$ cat src/rtl/wb_scheduler.sv
// Write-back scheduler: round-robin arbitration of REQ_NUM requesters onto the single
// register-file write port, plus a pending-write scoreboard for RAW hazard detection.
module wb_scheduler #(
  parameter int unsigned REQ_NUM = 3
) (
  input  logic                    clk,
  input  logic                    rst_n,
  input  logic [REQ_NUM-1:0]      req_valid_i,
  input  logic [REQ_NUM*5-1:0]    req_addr_i,
  input  logic [REQ_NUM*32-1:0]   req_data_i,
  output logic [REQ_NUM-1:0]      req_ready_o,
  input  logic                    flush_i,
  input  logic                    issue_en_i,
  input  logic [4:0]              issue_rd_i,
  input  logic [4:0]              rs1_addr_i,
  input  logic [4:0]              rs2_addr_i,
  output logic                    rs1_busy_o,
  output logic                    rs2_busy_o,
  output logic                    w_en_o,
  output logic [4:0]              w_addr_o,
  output logic [31:0]             w_data_o
);

  logic [1:0]  ptr_q, ptr_d;
  logic [3:0]  valid_ext, grant_ext;
  logic [1:0]  grant_idx;
  logic [2:0]  idx;
  logic        xfer;
  logic [4:0]  sel_addr;
  logic [31:0] sel_data;
  logic        w_en_q, w_en_d;
  logic [4:0]  w_addr_q, w_addr_d;
  logic [31:0] w_data_q, w_data_d;
  logic [31:0] pend_q, pend_d;

  // Walk candidates from the farthest to the nearest so the last hit (closest to ptr) wins.
  always_comb begin
    valid_ext = 4'(req_valid_i);
    grant_ext = '0;
    grant_idx = '0;
    idx       = '0;
    if (!flush_i) begin
      for (int i = int'(REQ_NUM) - 1; i >= 0; i--) begin
        idx = {1'b0, ptr_q} + 3'(i);
        if (idx >= 3'(REQ_NUM)) idx = idx - 3'(REQ_NUM);
        if (valid_ext[idx[1:0]]) begin
          grant_ext = '0;
          grant_ext[idx[1:0]] = 1'b1;
          grant_idx = idx[1:0];
        end
      end
    end
  end

  assign req_ready_o = grant_ext[REQ_NUM-1:0];
  assign xfer        = |grant_ext;

  always_comb begin
    sel_addr = '0;
    sel_data = '0;
    for (int k = 0; k < int'(REQ_NUM); k++) begin
      if (req_ready_o[k]) begin
        sel_addr = req_addr_i[5*k +: 5];
        sel_data = req_data_i[32*k +: 32];
      end
    end
  end

  always_comb begin
    ptr_d = ptr_q;
    if (xfer) ptr_d = (grant_idx == 2'(REQ_NUM - 1)) ? 2'd0 : grant_idx + 2'd1;
  end

  // Idle or x0 write presents addr 0 / data 0 so register-file forwarding yields 0.
  always_comb begin
    w_en_d   = xfer && (sel_addr != 5'd0);
    w_addr_d = w_en_d ? sel_addr : 5'd0;
    w_data_d = w_en_d ? sel_data : 32'd0;
  end

  // Set after clear: a freshly issued producer outranks the commit of the old one.
  always_comb begin
    pend_d = pend_q;
    if (w_en_q) pend_d[w_addr_q] = 1'b0;
    if (issue_en_i && (issue_rd_i != 5'd0)) pend_d[issue_rd_i] = 1'b1;
    pend_d[0] = 1'b0;
  end

  always_ff @(posedge clk or negedge rst_n) begin
    if (!rst_n) begin
      ptr_q    <= '0;
      w_en_q   <= 1'b0;
      w_addr_q <= '0;
      w_data_q <= '0;
      pend_q   <= '0;
    end else begin
      ptr_q    <= ptr_d;
      w_en_q   <= w_en_d;
      w_addr_q <= w_addr_d;
      w_data_q <= w_data_d;
      pend_q   <= pend_d;
    end
  end

  assign w_en_o   = w_en_q;
  assign w_addr_o = w_addr_q;
  assign w_data_o = w_data_q;

  // The in-flight write is forwarded by the register file, so it does not count as busy.
  assign rs1_busy_o = pend_q[rs1_addr_i] & ~(w_en_q && (w_addr_q == rs1_addr_i));
  assign rs2_busy_o = pend_q[rs2_addr_i] & ~(w_en_q && (w_addr_q == rs2_addr_i));

  for (genvar k = 0; k < int'(REQ_NUM); k++) begin : g_hold_chk
    a_req_hold: assert property (@(posedge clk) disable iff (!rst_n)
      req_valid_i[k] && !req_ready_o[k] |=>
        req_valid_i[k] && $stable(req_addr_i[5*k +: 5]) && $stable(req_data_i[32*k +: 32]));
  end

  a_issue_free: assert property (@(posedge clk) disable iff (!rst_n)
    issue_en_i && (issue_rd_i != 5'd0) |->
      !pend_q[issue_rd_i] || (w_en_q && (w_addr_q == issue_rd_i)));

endmodule

$ cat config.mk
export PLATFORM = sky130hd
export DESIGN_NAME = wb_scheduler
export DESIGN_NICKNAME = d
export VERILOG_FILES = /design/src/rtl/wb_scheduler.sv
export SDC_FILE = /design/constraint.sdc
export NUM_CORES = 1
export LEC_CHECK = 0
export CAP_MARGIN = 20
export CORE_UTILIZATION = 38
export DETAILED_ROUTE_END_ITERATION = 8
export PLACE_DENSITY = 0.86
export SLEW_MARGIN = 20
export SYNTH_ARGS = -nofsm -noshare
export SYNTH_HDL_FRONTEND = slang
export SYNTH_SLANG_ARGS = --single-unit
$ cat constraint.sdc
create_clock -name clk -period 2.5 [get_ports clk]
set_input_delay 0.25 -clock clk [delete_from_list [all_inputs] [get_ports clk]]
set_output_delay 0.25 -clock clk [all_outputs]
set_load 0.02 [all_outputs]
== Word-level counts from Yosys, hierarchy flattened ==
Index checks and enable logic that the tools add are counted.
Word-level totals
  flip-flop bits (word level): 71
  input bits: 133
  output and inout bits: 43
  logic and storage cells: 93
Cells by class
  add/sub/neg operators: 6
  order comparisons: 15
  eq/ne operators: 3
  mux-type cells: 45
  bitwise gates (word level): 7
  reduce and logical (&&, ||, !) cells: 12
Operator list (number)
  32-bit 2-to-1 mux: 6
  32-bit AND: 1
  32-bit NOT: 1
  32-bit OR: 1
  5-bit by 6-bit less-than comparator with 1-bit output, second input constant: 4
  2-bit 2-to-1 mux: 11
  5-bit 2-to-1 mux: 4
  4-bit 2-to-1 mux: 4
  1-bit binary-select mux with 5-bit select: 2
  1-bit demux with 5-bit select: 2
  5-bit == test: 2
  5-bit by 1-bit >= comparator with 1-bit output, second input constant: 2
  1-bit 2-to-1 mux: 10
  5-bit nonzero test: 2
  1-bit logical AND: 9
  2-bit by 3-bit less-than comparator with 1-bit output, second input constant: 3
  1-bit binary-select mux with 2-bit select: 3
  1-bit demux with 2-bit select: 3
  2-bit by 1-bit >= comparator with 1-bit output, second input constant: 3
  3-bit by 2-bit >= comparator with 1-bit output, second input constant: 2
  2-bit subtractor, second input constant: 3
  4-bit OR reduction: 1
  2-bit by 1-bit adder with 3-bit output, second input constant: 1
  2-bit by 2-bit adder with 3-bit output, second input constant: 1
  5 further kinds: 7

== Longest topological paths before layout ==
Gate-level depths: netlist (run 1).
  depth in word-level cells: 18
  gate-level depth with buffers: 11
  depth with buffers taken out: 8

== Least setup slack after synthesis (run 1) ==
OpenSTA, ideal clock, no wires.
  path kind: register to register
  start: reg ptr_q[0]
  end: reg w_data_q[26], in the netlist w_data_o[26]
  setup time: 0.082 ns
  data arrival time: 2.597 ns
  data required time: 2.418 ns
  setup slack: -0.179 ns
  stages on the path, launching flop included: 12
  path buffers: 3
  clock period less this slack: 2.679 ns
  path through: dfrtp_1 > inv_1 > ha_1 > buf_6 > and3_1 > a311o_1 > a211oi_4 > nor3b_4 > a222oi_1 > buf_2 > buf_6 > a31oi_1
Between the ends
  longest elaborated chain between the ends: 18
  elaborated cells on any way between the ends: 49
  classes of those cells: 5 x add/sub; 9 x order compare; 29 x mux; 6 x reduce/logical
Ends and longest elaborated chain
  start, declared: line 24  | logic [1:0] ptr_q, ptr_d;
  start signal, assigned: line 97  | ptr_q <= ptr_d;
  2-bit by 2-bit adder with 3-bit output: line 44  | idx = {1'b0, ptr_q} + 3'(i);
  3-bit by 2-bit >= comparator with 1-bit output / 2-bit subtractor (equally long branches): line 45  | if (idx >= 3'(REQ_NUM)) idx = idx - 3'(REQ_NUM);
  2-bit 2-to-1 mux: line 45
  2-bit 2-to-1 mux: line 42  | if (!flush_i) begin
  2-bit by 3-bit less-than comparator with 1-bit output (implied by the code) / 2-bit by 1-bit >= comparator with 1-bit output (equally long branches): line 48  | grant_ext[idx[1:0]] = 1'b1;
  1-bit logical AND (implied by the code): line 48
  1-bit 2-to-1 mux (implied by the code): line 48
  1-bit demux with 2-bit select: line 48
  4-bit 2-to-1 mux (2 in series): line 46  | if (valid_ext[idx[1:0]]) begin
  4-bit 2-to-1 mux (*): line 46
  4-bit 2-to-1 mux (*): line 42
  net req_ready_o[0]: line 11  | output logic [REQ_NUM-1:0] req_ready_o,
  5-bit 2-to-1 mux (3 in series): line 62  | if (req_ready_o[k]) begin
  5-bit nonzero test: line 76  | w_en_d = xfer && (sel_addr != 5'd0);
  1-bit logical AND: line 76
  32-bit 2-to-1 mux (*): line 78  | w_data_d = w_en_d ? sel_data : 32'd0;
  net w_data_d[26]: line 33  | logic [31:0] w_data_q, w_data_d;
  end signal, assigned: line 100  | w_data_q <= w_data_d;
  end, declared: line 33
Mark *: on every way through the listed nets, which the timed path passes. The rest lies on a longest branch. The select of a mux whose other input is x is not followed.
A chain may end at the register's enable or synchronous reset.

== Final worst setup path (run 1) ==
  start: in rs2_addr_i[0]
  end: out rs2_busy_o
Between the ends
  longest elaborated chain between the ends: 4
  elaborated cells on any way between the ends: 6
  classes of those cells: 1 x eq/ne; 2 x mux; 2 x bitwise; 1 x reduce/logical
Ends and longest elaborated chain
  start, declared: line 16  | input logic [4:0] rs2_addr_i,
  parallel branches: the longest is 3 deep, another holds 1-bit binary-select mux with 5-bit select
  1-bit AND (*): line 111  | assign rs2_busy_o = pend_q[rs2_addr_i] & ~(w_en_q && (w_addr_q == rs2_addr_i));
  end, declared: line 18  | output logic rs2_busy_o,
Every way passes the cells marked *. The select of a mux whose other input is x is not followed.

==> results of run 1 <==
-- area by class of cell --
type	count	area (um2)	area share (%)
sequential	71	1780	27.6
tap	136	170	2.64
clock buffer	9	124	1.92
clock inverter	6	61.3	0.953
timing repair buffer	217	2190	34.1
inverter	11	41.3	0.642
multi-input combinational	252	2070	32.2
-- flip-flops by register name (all words and copies together), names as in the netlist --
signal / cells
pend_q: 31
ptr_q: 2
w_addr_o: 5
w_data_o: 32
w_en_o: 1
-- repair_timing --
item,in CTS,in global routing
buffers inserted,4,2
hold endpoints to repair,0,0
cloned,1,1
pin swaps,1,2
setup endpoints to repair,37,37
gates resized for setup,18,13
-- cells by family after synthesis --
logic type	Yosys count	share of synthesized area, %
compound gates	152	26.5
flops	71	44.6
simple gates	64	9.26
buf+inv	44	5.18
mux	24	11.7
xor+xnor	10	2.20
fa+ha+maj	2	0.627
-- worst paths after layout --
path                                      start                endpoint  slack (ps)  cells after the start
setup / recovery                  rs2_addr_i[0]              rs2_busy_o          30                      7
setup reg to reg           ptr_q[0]$_DFFE_PN0P_  w_data_o[30]$_DFF_PN0_          40                     10
max in group asynchronous                 rst_n   w_data_o[2]$_DFF_PN0_        1910                      1
hold / removal                            rst_n    pend_q[20]$_DFF_PN0_          10                      1
min in group clk                  req_addr_i[0]   w_addr_o[0]$_DFF_PN0_         510                      3
hold reg to reg             pend_q[3]$_DFF_PN0_     pend_q[3]$_DFF_PN0_         550                      2
-- cell usage in the layout (no fill, tap or decap), types with 6 or more instances in the layout --
cell | netlist | routed
xor2_1 | 8 | 8
buf_4 | 0 | 31
a222oi_1 | 36 | 36
a31oi_1 | 34 | 33
dfrtp_1 | 71 | 71
clkbuf_8 | 0 | 9
nor2_1 | 7 | 7
nand3b_1 | 8 | 8
buf_12 | 0 | 6
mux4_2 | 18 | 18
o21ai_0 | 65 | 64
nand3_1 | 8 | 8
nand2_1 | 13 | 13
inv_1 | 10 | 8
clkdlybuf4s50_1 | 0 | 167
-- per-layer routing --
layer | share of wire (%) | up-vias | GRT usage, % | wire length [um]
met2 | 50 | 330 | 44.1 | 7030
met4 | 3.6 | 0 | 11.0 | 498
li1 | - | 1864 | - | -
met1 | 36 | 2071 | 29.7 | 5010
met5 | 0 | - | 0 | 0
met3 | 10 | 41 | 6.08 | 1420
-- where the power goes --
group / total (mW) / switching, mW / internal, mW
Sequential: 2.08 / 0.409 / 1.67
Combinational: 4.22 / 2.15 / 2.07
Clock: 0.889 / 0.435 / 0.454
==> metrics.yaml, run 1 <==
core_um2: 10200
end_kind: "output port"
floorplan.die.height_um: 104
nets: 697
dp_slack_ps: -422
ys_ff_latch: 71
place_area_um2: 6100
cts_hold_buf: 0
critPathBufInv: 3
cts_tree: "yes"
synth.net_count: 502
antenna_cells: 0
period_minus_slack_ps: 2470
via_per_inst: 6.13
slew_headroom_pct: 42.3
avgSynthCellArea_um2: 10.9
clk_latency_ps: 340
fin_crit_sh_pct: 98.7
status: "finished, final reports clean"
synth_flop_cell: "dfrtp_1"
synth.cell_area_um2: 3990
crit_chain: "dlygate4sd2_1 -> bufbuf_16 -> mux4_2 -> mux4_2 -> mux2i_1 -> a31oi_1 -> buf_2"
overflow: 0
cpPeakStageDelay_ps: 480
yosysTopAreaCellShare_pct: 44.6
cts_sinks: 71
total_power_mw: 7.19
synth.area.top_cells: "dfrtp_1 45%, mux4_2 10%, a222oi_1 9.0%, o21ai_0 8.2%, a31oi_1 5.3%"
stdcell_count: 702
drv_cap: 0
grtUsageTotal_pct: 25.4
cp-start-kind: "primary input"
port_buffers: 175
setup_slack_ps: 31.3
yosysMostFrequentCell: "dfrtp_1"
crit_fanout: 4
min_path_type: "primary input to async pin"
cpMostUsedCell: "mux4_2"
gp_congestion: 0.993
drtIter0Drc: 429
finalWirelength_um: 14000
syn_inst: 367
io_pins: 176
start_util_pct: 39.0
grt_pass1_wl_um: 21700
fin_area_um2: 6440
post-synth-top-area-cell: "dfrtp_1"
ys_top_cells_by_count: "71 x dfrtp_1, 65 x o21ai_0, 36 x a222oi_1"
cts_made_buffers: 9
vias: 4306
areaGrowthSynthToFinish_pct: 61.4
holdWs_ps: 14.4
cp_slowest_cell: "mux4_2"
finalHoldViolations: 0
worst_slew_pin_slew_ps: 865
fill_cells: 770
slew_viol_final: 0
async_reset_ff_share_pct: 100
path_class: "primary input to output port"
path_delay_family: "multiplexers"
cts.path.max_buffers: 2
dp_hpwl_um: 10600
finalSetupViolCount: 0
arrival_ps: 2220
yosysSeqAreaShare_pct: 44.6
grt_pass1_vias: 4274
synth_edf_count: 0
die_w_um: 104
drtPass1Iterations: 9
remaining_drc_errors: 0
power.leakage_nw: 2.49
rsz0062_at_grt: "true"
cts_max_level: 3
wl_per_cell_um: 19.9
cp.required_ps: 2250
synth_cell_types: 46
powerDensity_nw_per_um2: 1120
ant_nets: 0
rows: 37
fmax_mhz: 405
ir_worst_vdd_mv: 0.581
clk_pin_slew_worst_paths_ps: 70
cts-root-buf: "clkbuf_8"
fin_util_pct: 62.9
antenna_found_initial: 0
tns_ps: 0
dp.cells: 679
synth_warnings: 0
grt_max_degree: 72
drive_gt1_share_pct: 17.7
skew_ps: 12.7
die_area_um2: 10900
Power figures use the tool's default switching activity.
==> run 2, diff against run 1 <==
--- a/config.mk
+++ b/config.mk
@@ -8,6 +8,7 @@
 export CAP_MARGIN = 20
 export CORE_UTILIZATION = 38
 export DETAILED_ROUTE_END_ITERATION = 8
+export MAX_ROUTING_LAYER = met4
 export PLACE_DENSITY = 0.86
 export SLEW_MARGIN = 20
 export SYNTH_ARGS = -nofsm -noshare
==> metrics.yaml, run 2 (synthesis results as in run 1) <==
status: "finished, final reports clean"
ir_worst_vdd_mv: 0.556  # -4.4%
dp_slack_ps: -474  # -51.9 ps
finalSetupViolCount: 0  # unchanged
p_comb_share_pct: 58.4  # -0.3 points
drive_gt1_share_pct: 17.5  # -0.15 points
path_class: "flop to flop"
grt_pass1_vias: 4389  # +2.7%
cpMostUsedCell: "buf_12"
drtIter0Drc: 461  # +7.5%
rr_worst_depth: 10  # unchanged
drtPass1Iterations: 9  # unchanged
port_buffers: 175  # unchanged
nets: 695  # -0.29%
cts_made_buffers: 9  # unchanged
cp_slowest_cell: "dfrtp_1"
period_minus_slack_ps: 2480  # +15.1 ps
rsz0062_at_grt: "true"
die_w_um: 104  # unchanged
cp.required_ps: 2760  # +510 ps
grtUsageTotal_pct: 27.0  # +1.6 points
slew_headroom_pct: 43.1  # +0.74 points
layout.area.seq_um2: 1780  # unchanged
die_area_um2: 10900  # unchanged
multi_input_area_um2: 2070  # +0.18%
end_kind: "flop"
grt_max_degree: 72  # unchanged
switching_share_pct: 41.9  # +0.22 points
powerDensity_nw_per_um2: 1140  # +1.9%
overflow: 0  # unchanged
holdWs_ps: 19.4  # +5.03 ps
largest_register_ffs: 32  # unchanged
pwr-share-clk_pct: 12.9  # +0.5 points
crit_fanout: 32  # +28
clk_latency_ps: 350  # about the same
dp.cells: 678  # -0.15%
floorplan.die.height_um: 104  # unchanged
io_pins: 176  # unchanged
cts_max_level: 3  # unchanged
cts-root-buf: "clkbuf_8"
fin_crit_sh_pct: 99.4  # +0.61 points
arrival_ps: 2740  # +520 ps
cp-start-kind: "flop"
worst_slew_pin_slew_ps: 854  # -11.2 ps
start_util_pct: 39.0  # unchanged
drv_cap: 0  # unchanged
core_um2: 10200  # unchanged
skew_ps: 8.09  # -4.61 ps
cts_sinks: 71  # unchanged
fill_cells: 800  # +3.9%
pwr-share-seq_pct: 28.8  # -0.2 points
stdcell_count: 702  # unchanged
antenna_found_initial: 1  # +1
cp.depth: 10  # +3
cts_tree: "yes"
cpPeakStageDelay_ps: 390  # -90 ps
fmax_mhz: 403  # -0.61%
path_delay_family: "compound AO/OA/AOI/OAI gates"
p_sw_mw: 3.04  # +1.5%
dp_hpwl_um: 10900  # +3.5%
wl_per_cell_um: 20.4  # +2.7%
via_per_inst: 6.11  # -0.33%
critPathBufInv: 3  # unchanged
crit_chain: "buf_4 -> ha_4 -> mux2i_2 -> o211a_1 -> a211oi_4 -> buf_12 -> nor2_1 -> o311a_1 -> buf_12 -> a31oi_1"
final_common_cell: "clkdlybuf4s50_1"
clk_pin_slew_worst_paths_ps: 80  # about the same
finalWirelength_um: 14300  # +2.7%
finalHoldViolations: 0  # unchanged
remaining_drc_errors: 0  # unchanged
slew_viol_final: 0  # unchanged
ant_nets: 0  # unchanged
fin_util_pct: 62.3  # -0.56 points
cts_hold_buf: 0  # unchanged
final_cell_mix: "167 x clkdlybuf4s50_1, 71 x dfrtp_1, 64 x o21ai_0, 36 x a222oi_1, 33 x a31oi_1"
p_int_mw: 4.22  # +0.59%
cts.path.max_buffers: 2  # unchanged
gp_congestion: 0.975  # -1.8%
min_path_type: "primary input to async pin"
power.leakage_nw: 2.46  # -1.4%
vias: 4292  # -0.33%
areaGrowthSynthToFinish_pct: 60.0
setup_slack_ps: 16.2  # -15.1 ps
grt_pass1_wl_um: 21900  # +0.86%
rows: 37  # unchanged
## run 2: cell types whose count changed in the layout (fill, tap and decap cells not counted), moves of 2 or more
cell and delta:
inv_6 +2, clkbuf_2 +2, o21ai_2 -2, clkinv_2 -3, o21ai_1 +2
## run 2: routing by layer
metal / track usage, % / up-vias / wire length (um)
met5: - / - / 0
met4: 15.3 / 0 / 667
met3: 5.45 / 51 / 1250
met2: 45.6 / 288 / 7290
met1: 29.8 / 2085 / 5130
li1: - / 1868 / -
## run 2: path summary, 6_finish.rpt
path	slack, ps	startpoint	endpoint
min in group clk	510	req_addr_i[0]	w_addr_o[0]$_DFF_PN0_
setup / recovery	20	ptr_q[0]$_DFFE_PN0P_	w_data_o[26]$_DFF_PN0_
hold / removal	20	rst_n	pend_q[28]$_DFF_PN0_
setup reg to reg	20	ptr_q[0]$_DFFE_PN0P_	w_data_o[26]$_DFF_PN0_
max in group asynchronous	1940	rst_n	w_data_o[4]$_DFF_PN0_
hold reg to reg	560	pend_q[3]$_DFF_PN0_	pend_q[3]$_DFF_PN0_
## run 2: cell type report
class | count | area share [%]
diodes | 1 | 0.0392
clock inverters | 5 | 1.00
inverters | 11 | 0.647
flip-flops and latches | 71 | 27.9
repair buffers | 215 | 33.1
multi-input cells | 252 | 32.5
clock buffers | 11 | 2.22
well taps | 136 | 2.67
## run 2: stage by stage
stage	cell area [um2]	power, mW	TNS (ps)
after floorplan	4010	4.32	-2350
after global placement	6080	6.01	-2200
after detailed placement	6080	6.17	-3070
after CTS	6340	7.15	0
after global routing	6380	7.61	-2060
final	6380	7.26	0
## run 2: power groups by stage
stage	Clock (mW)	Sequential, mW	Combinational (mW)
floorplan	0	2.32	2.00
finish	0.933	2.09	4.24
global route	1.00	2.13	4.48
global placement	0	2.06	3.95
CTS	0.951	2.07	4.13
detailed placement	0	2.09	4.07
## run 2: what timing repair did
item                                   4_1_cts  5_1_grt
pin swaps                                    1        4
resized for setup                           25        8
setup buffers                                4        3
endpoints found under the hold margin        0        0
setup endpoints to repair                   38       39
==> run 3, diff against run 2 <==
--- a/config.mk
+++ b/config.mk
@@ -8,8 +8,10 @@
 export CAP_MARGIN = 20
 export CORE_UTILIZATION = 38
 export DETAILED_ROUTE_END_ITERATION = 8
+export GPL_TIMING_DRIVEN = 0
 export MAX_ROUTING_LAYER = met4
-export PLACE_DENSITY = 0.86
+export PLACE_DENSITY = 0.77
+export SKIP_LAST_GASP = 1
 export SLEW_MARGIN = 20
 export SYNTH_ARGS = -nofsm -noshare
 export SYNTH_HDL_FRONTEND = slang
==> metrics.yaml, run 3 (synthesis results as in run 1) <==
end_kind: "flop"
reg2reg_from: "ptr_q[1]$_DFFE_PN0P_"
period_minus_slack_ps: 2680  # +194 ps
antenna_found_initial: 0  # -1
cp-start-kind: "flop"
multi_input_area_um2: 2120  # +2.4%
fill_cells: 813  # +1.6%
via_per_inst: 6.09  # -0.39%
floorplan.die.height_um: 104  # unchanged
min_path_type: "primary input to flop"
cts_max_level: 3  # unchanged
stdcell_count: 709  # +1.0%
hold_path_startpoint: "issue_rd_i[4]"
cts_made_buffers: 9  # unchanged
worst_slew_pin_slew_ps: 656  # -198 ps
setup_slack_ps: -177  # -194 ps
dp.cells: 673  # -0.74%
core_um2: 10200  # unchanged
finalSetupViolCount: 37  # +37
drtPass1Iterations: 8  # -1
port_buffers: 169  # -3.4%
drive_gt1_share_pct: 19.5  # +2.0 points
status: "finished with violations"
io_pins: 176  # unchanged
grt_pass1_wl_um: 23400  # +6.6%
cts-root-buf: "clkbuf_8"
cts_sinks: 71  # unchanged
slew_viol_final: 0  # unchanged
rr_worst_depth: 10  # unchanged
start_util_pct: 39.0  # unchanged
tns_ps: -4340  # -4340 ps
min_to: "pend_q[28]$_DFF_PN0_"
skew_ps: 9.97  # +1.88 ps
grt_max_degree: 49  # -32%
crit_fanout: 7  # -78%
final_cell_mix: "163 x clkdlybuf4s50_1, 70 x dfrtp_1, 64 x o21ai_0, 36 x a222oi_1, 28 x a31oi_1"
fin_crit_sh_pct: 107  # +7.7 points
nets: 703  # +1.2%
areaGrowthSynthToFinish_pct: 62.3
antenna_cells: 0  # -1
violations: "negative setup slack"
fin_util_pct: 63.2  # +0.89 points
wl_per_cell_um: 21.2  # +4.0%
rsz0062_at_grt: "true"
holdWs_ps: 324  # +304 ps
power.leakage_nw: 2.50  # +1.5%
final_common_cell: "clkdlybuf4s50_1"
overflow: 0  # unchanged
ir_worst_vdd_mv: 0.759  # +36%
drtIter0Drc: 506  # +9.8%
largest_register_ffs: 32  # unchanged
finalHoldViolations: 0  # unchanged
drv_cap: 0  # unchanged
remaining_drc_errors: 0  # unchanged
timing.rr.end: "w_data_o[5]$_DFF_PN0_"
vias: 4318  # +0.61%
arrival_ps: 2940  # +200 ps
dp_hpwl_um: 10800  # -0.86%
clk_pin_slew_worst_paths_ps: 80  # about the same
ant_nets: 0  # unchanged
cts.path.max_buffers: 2  # unchanged
fmax_mhz: 373  # -7.2%
powerDensity_nw_per_um2: 1200  # +5.8%
clk_latency_ps: 350  # about the same
cp.required_ps: 2760  # about the same
rrSetupSlack_ps: -180  # -190 ps
die_area_um2: 10900  # unchanged
cts_tree: "yes"
grtUsageTotal_pct: 28.7  # +1.7 points
die_w_um: 104  # unchanged
layout.area.seq_um2: 1780  # about the same
path_class: "flop to flop"
gp_congestion: 0.908  # -6.9%
finalWirelength_um: 15100  # +5.0%
whs_path_depth: 3
slew_headroom_pct: 56.3  # +13 points
grt_pass1_vias: 4439  # +1.1%
rows: 37  # unchanged
[run 3: cell types whose count changed in the layout (fill, tap and decap cells not counted), moves of 4 or more]
cell	previous run	this run
a31oi_1	33	28
a31oi_2	1	5
buf_12	5	0
buf_2	1	5
buf_4	32	24
clkbuf_1	1	9
clkbuf_2	2	6
clkbuf_4	0	6
clkdlybuf4s50_1	167	163
[run 3: worst max-delay path by stage]
stage | from | endpoint
after global placement | rst_n | w_data_o[8]$_DFF_PN0_
after floorplan | ptr_q[0]$_DFFE_PN0P_ | w_data_o[26]$_DFF_PN0_
after global routing | ptr_q[0]$_DFFE_PN0P_ | w_data_o[1]$_DFF_PN0_
after CTS | ptr_q[0]$_DFFE_PN0P_ | w_data_o[26]$_DFF_PN0_
after detailed placement | req_valid_i[2] | req_ready_o[1]
final | ptr_q[1]$_DFFE_PN0P_ | w_data_o[5]$_DFF_PN0_
[run 3: through the flow]
step / instance area, um2 / worst slack [ps] / total power [mW]
finish: 6470 / -177 / 7.79
global route: 6470 / -232 / 8.15
CTS: 6350 / -144 / 7.49
detailed placement: 5900 / -845 / 5.96
global placement: 5870 / -1120 / 5.84
floorplan: 4010 / -84.3 / 4.32
[run 3: worst max-delay path, stage by stage, from the launching register on]
cell and delay [ps]:
dfrtp_1 430, ha_4 270, buf_6 130, and3_4 140, a311o_1 300, a211oi_4 250
nor3b_4 410, a222oi_1 120, buf_4 220, buf_6 140, a31oi_2 170
[run 3: final cells by class]
class	instances	area share, %
multi-input cells	252	32.8
well taps	136	2.63
flip-flops and latches	71	27.5
plain buffers	31	3.31
repair buffers	192	28.9
clock inverters	5	1.99
clock buffers	11	2.19
inverters	11	0.638
[run 3: timing repair]
item / CTS / global route
cloned: 4 / 0
hold buffers: 1 / 0
hold endpoints to repair: 23 / 0
endpoints found under the setup margin: 43 / 42
gates resized for setup: 49 / 37
pin swaps: 6 / 5
setup buffers: 7 / 11
[run 3: power breakdown]
part,total [mW],switching (mW),leakage (nW),internal [mW]
Clock,1.24,0.446,0.134,0.794
Sequential,2.01,0.330,0.849,1.68
Combinational,4.54,2.41,1.51,2.13
Total,7.79,3.19,2.50,4.61
[run 3: per-layer routing]
layer  vias to the layer above  routed length (um)  share of wire [%]  global-route usage [%]
met5                         -                   0                  0                       -
met4                         0                 663                4.4                    15.7
met3                        50                1050                7.0                    4.14
met2                       275                7780                 52                    48.7
met1                      2117                5570                 37                    32.7
li1                       1876                   -                  -                       -
==> patch (settings of run 1) <==
Set the parameter `REQ_NUM` to 2 (it was 3).
--- a/src/rtl/wb_scheduler.sv
+++ b/src/rtl/wb_scheduler.sv
@@ -1,7 +1,7 @@
 // Write-back scheduler: round-robin arbitration of REQ_NUM requesters onto the single
 // register-file write port, plus a pending-write scoreboard for RAW hazard detection.
 module wb_scheduler #(
-  parameter int unsigned REQ_NUM = 3
+  parameter int unsigned REQ_NUM = 2
 ) (
   input  logic                    clk,
   input  logic                    rst_n,
Ports: changed (resized req_addr_i, req_data_i, req_ready_o and req_valid_i); port bits go from 176 to 137. No check against the original RTL was run, so the function may have changed too.
==> patch against run 1 <==
Sequential cell count stayed put. Cell area is 17% lower. Maximum frequency rose by 2.0%. Synthesized area decreased by 10%. Setup slack gained 0.048 ns. Synthesized cell count is 9.8% lower. Routed wire length fell by 23%. Critical endpoint is now rs1_busy_o. Largest cell class is now flip-flops and latches.
Power is not compared: it rests on default switching activity, and its combinational part moved more than twofold at a synthesized area within 25%.
==> patch: results (changes against run 1) <==
Routing
The total routed wire length on the met1 layer was 4270 um (-15%). The number of violations reported at the end of detailed-routing iteration 0 is 285 (-34%). The length of routed met2 wiring is 5344 um (-24%). The number of detailed-route iterations in the first pass is 5 (-4). The total length of routed wires is 10760 um (-23%). The via count of the routed design is 3390 (-21%). The detailed-routed wire length on met3 is 893 um (-37%).

Placement
The worst-case setup slack after placement was -0.3763 ns (+0.04563 ns). The post-detailed-placement half-perimeter wirelength is 8284 um (-22%). The number of buffers added on ports came to 136 (-22%). The area after detailed placement is 0.005131 sq mm (-16%).

Worst setup path
The most critical setup path has its startpoint at pend_q[23]. The worst-case register-to-register setup slack came to 0.79 ns (+0.75 ns). In this run the critical register-to-register path is captured at w_data_o[13].

The worst reg-to-reg path cell count is 6 (-4). The worst reg2reg path startpoint is ptr_q[1]. The delay of the slowest cell on the worst path was 0.50 ns (+0.02 ns). The data arrival time at the worst-slack endpoint is 2.17 ns (-0.05 ns).

Following the worst setup path forward leads to its endpoint at rs1_busy_o.

Yosys
By count the netlist is led by dfrtp_1, o21ai_0, a21oi_1, a22oi_1, buf_2. The fraction of the yosys area taken by sequential cells was 49.65% (+5.1 points). The mean area per synthesized cell was 10.81 sq um (-0.50%). After synthesis, the cell types taking the most area are dfrtp_1, o21ai_0, mux4_2. The net count of the mapped netlist came to 426 (-15%).

The number of distinct standard cells referenced by the synthesized netlist is 36 (-22%).

Global route
The met2 track demand over resource in global routing is 39.32% (-4.8 points). The fraction of met3 tracks used by global routing is 4.752% (-1.3 points). The met1 layer usage reported by global route is 28.27% (-1.5 points). The largest net degree at the start of global routing was 42 (-42%). The global-route wire length before repair came to 17260 um (-20%). The via count of the first global-routing pass is 3504 (-18%). The total global-route track usage is 22.92% (-2.5 points).

Final layout
The filler-free cell count of the finished design is 589 (-16%). The final net count was 570 (-18%). The share of layout cells above drive strength 1 is 12.55% (-5.1 points).

Timing
The tightest hold margin is 0.4895 ns (+0.4752 ns). The normalized max-slew margin is 47.81% (+5.5 points).

Outcome
The flow ran to the end, and the final reports show no timing, DRC or antenna violations.

Hold path
The tightest min-delay check is of the reg2reg type.
[patch: repair_timing]
| action | CTS | global route |
|---|---|---|
| endpoints found under the setup margin | 2 | 0 |
| resized for setup | 6 | 0 |
| setup buffers | 0 | 0 |
| hold endpoints to repair | 30 | 0 |
| hold buffers | 1 | 0 |
[patch: cell type report]
type,count,area [sq um],share of cell area [%]
clock inverters,5,83.83,1.569
clock buffers,9,123.9,2.319
multi-input cells,234,1685,31.55
well taps,111,138.9,2.600
flip-flops and latches,71,1777,33.26
inverters,1,3.754,0.07027
repair buffers,158,1529,28.63
[patch: logic make-up (layout without fill, tap and decap cells)]
family,Yosys count,in the layout,share of synthesized area [%]
xor gates and xnor gates,10,10,2.447
DFF,71,71,49.65
AOI/OAI and AO/OA,151,151,25.14
buffers and inverters,26,173,3.671
muxes,18,18,9.546
and+or+nand+nor,55,55,9.546
[patch: power by group]
group,leakage [nW],internal (mW),switching (mW)
logic,1.03,0.412,0.341
registers,0.843,1.27,0.123
clock network,0.0978,0.554,0.408
total,1.97,2.24,0.872
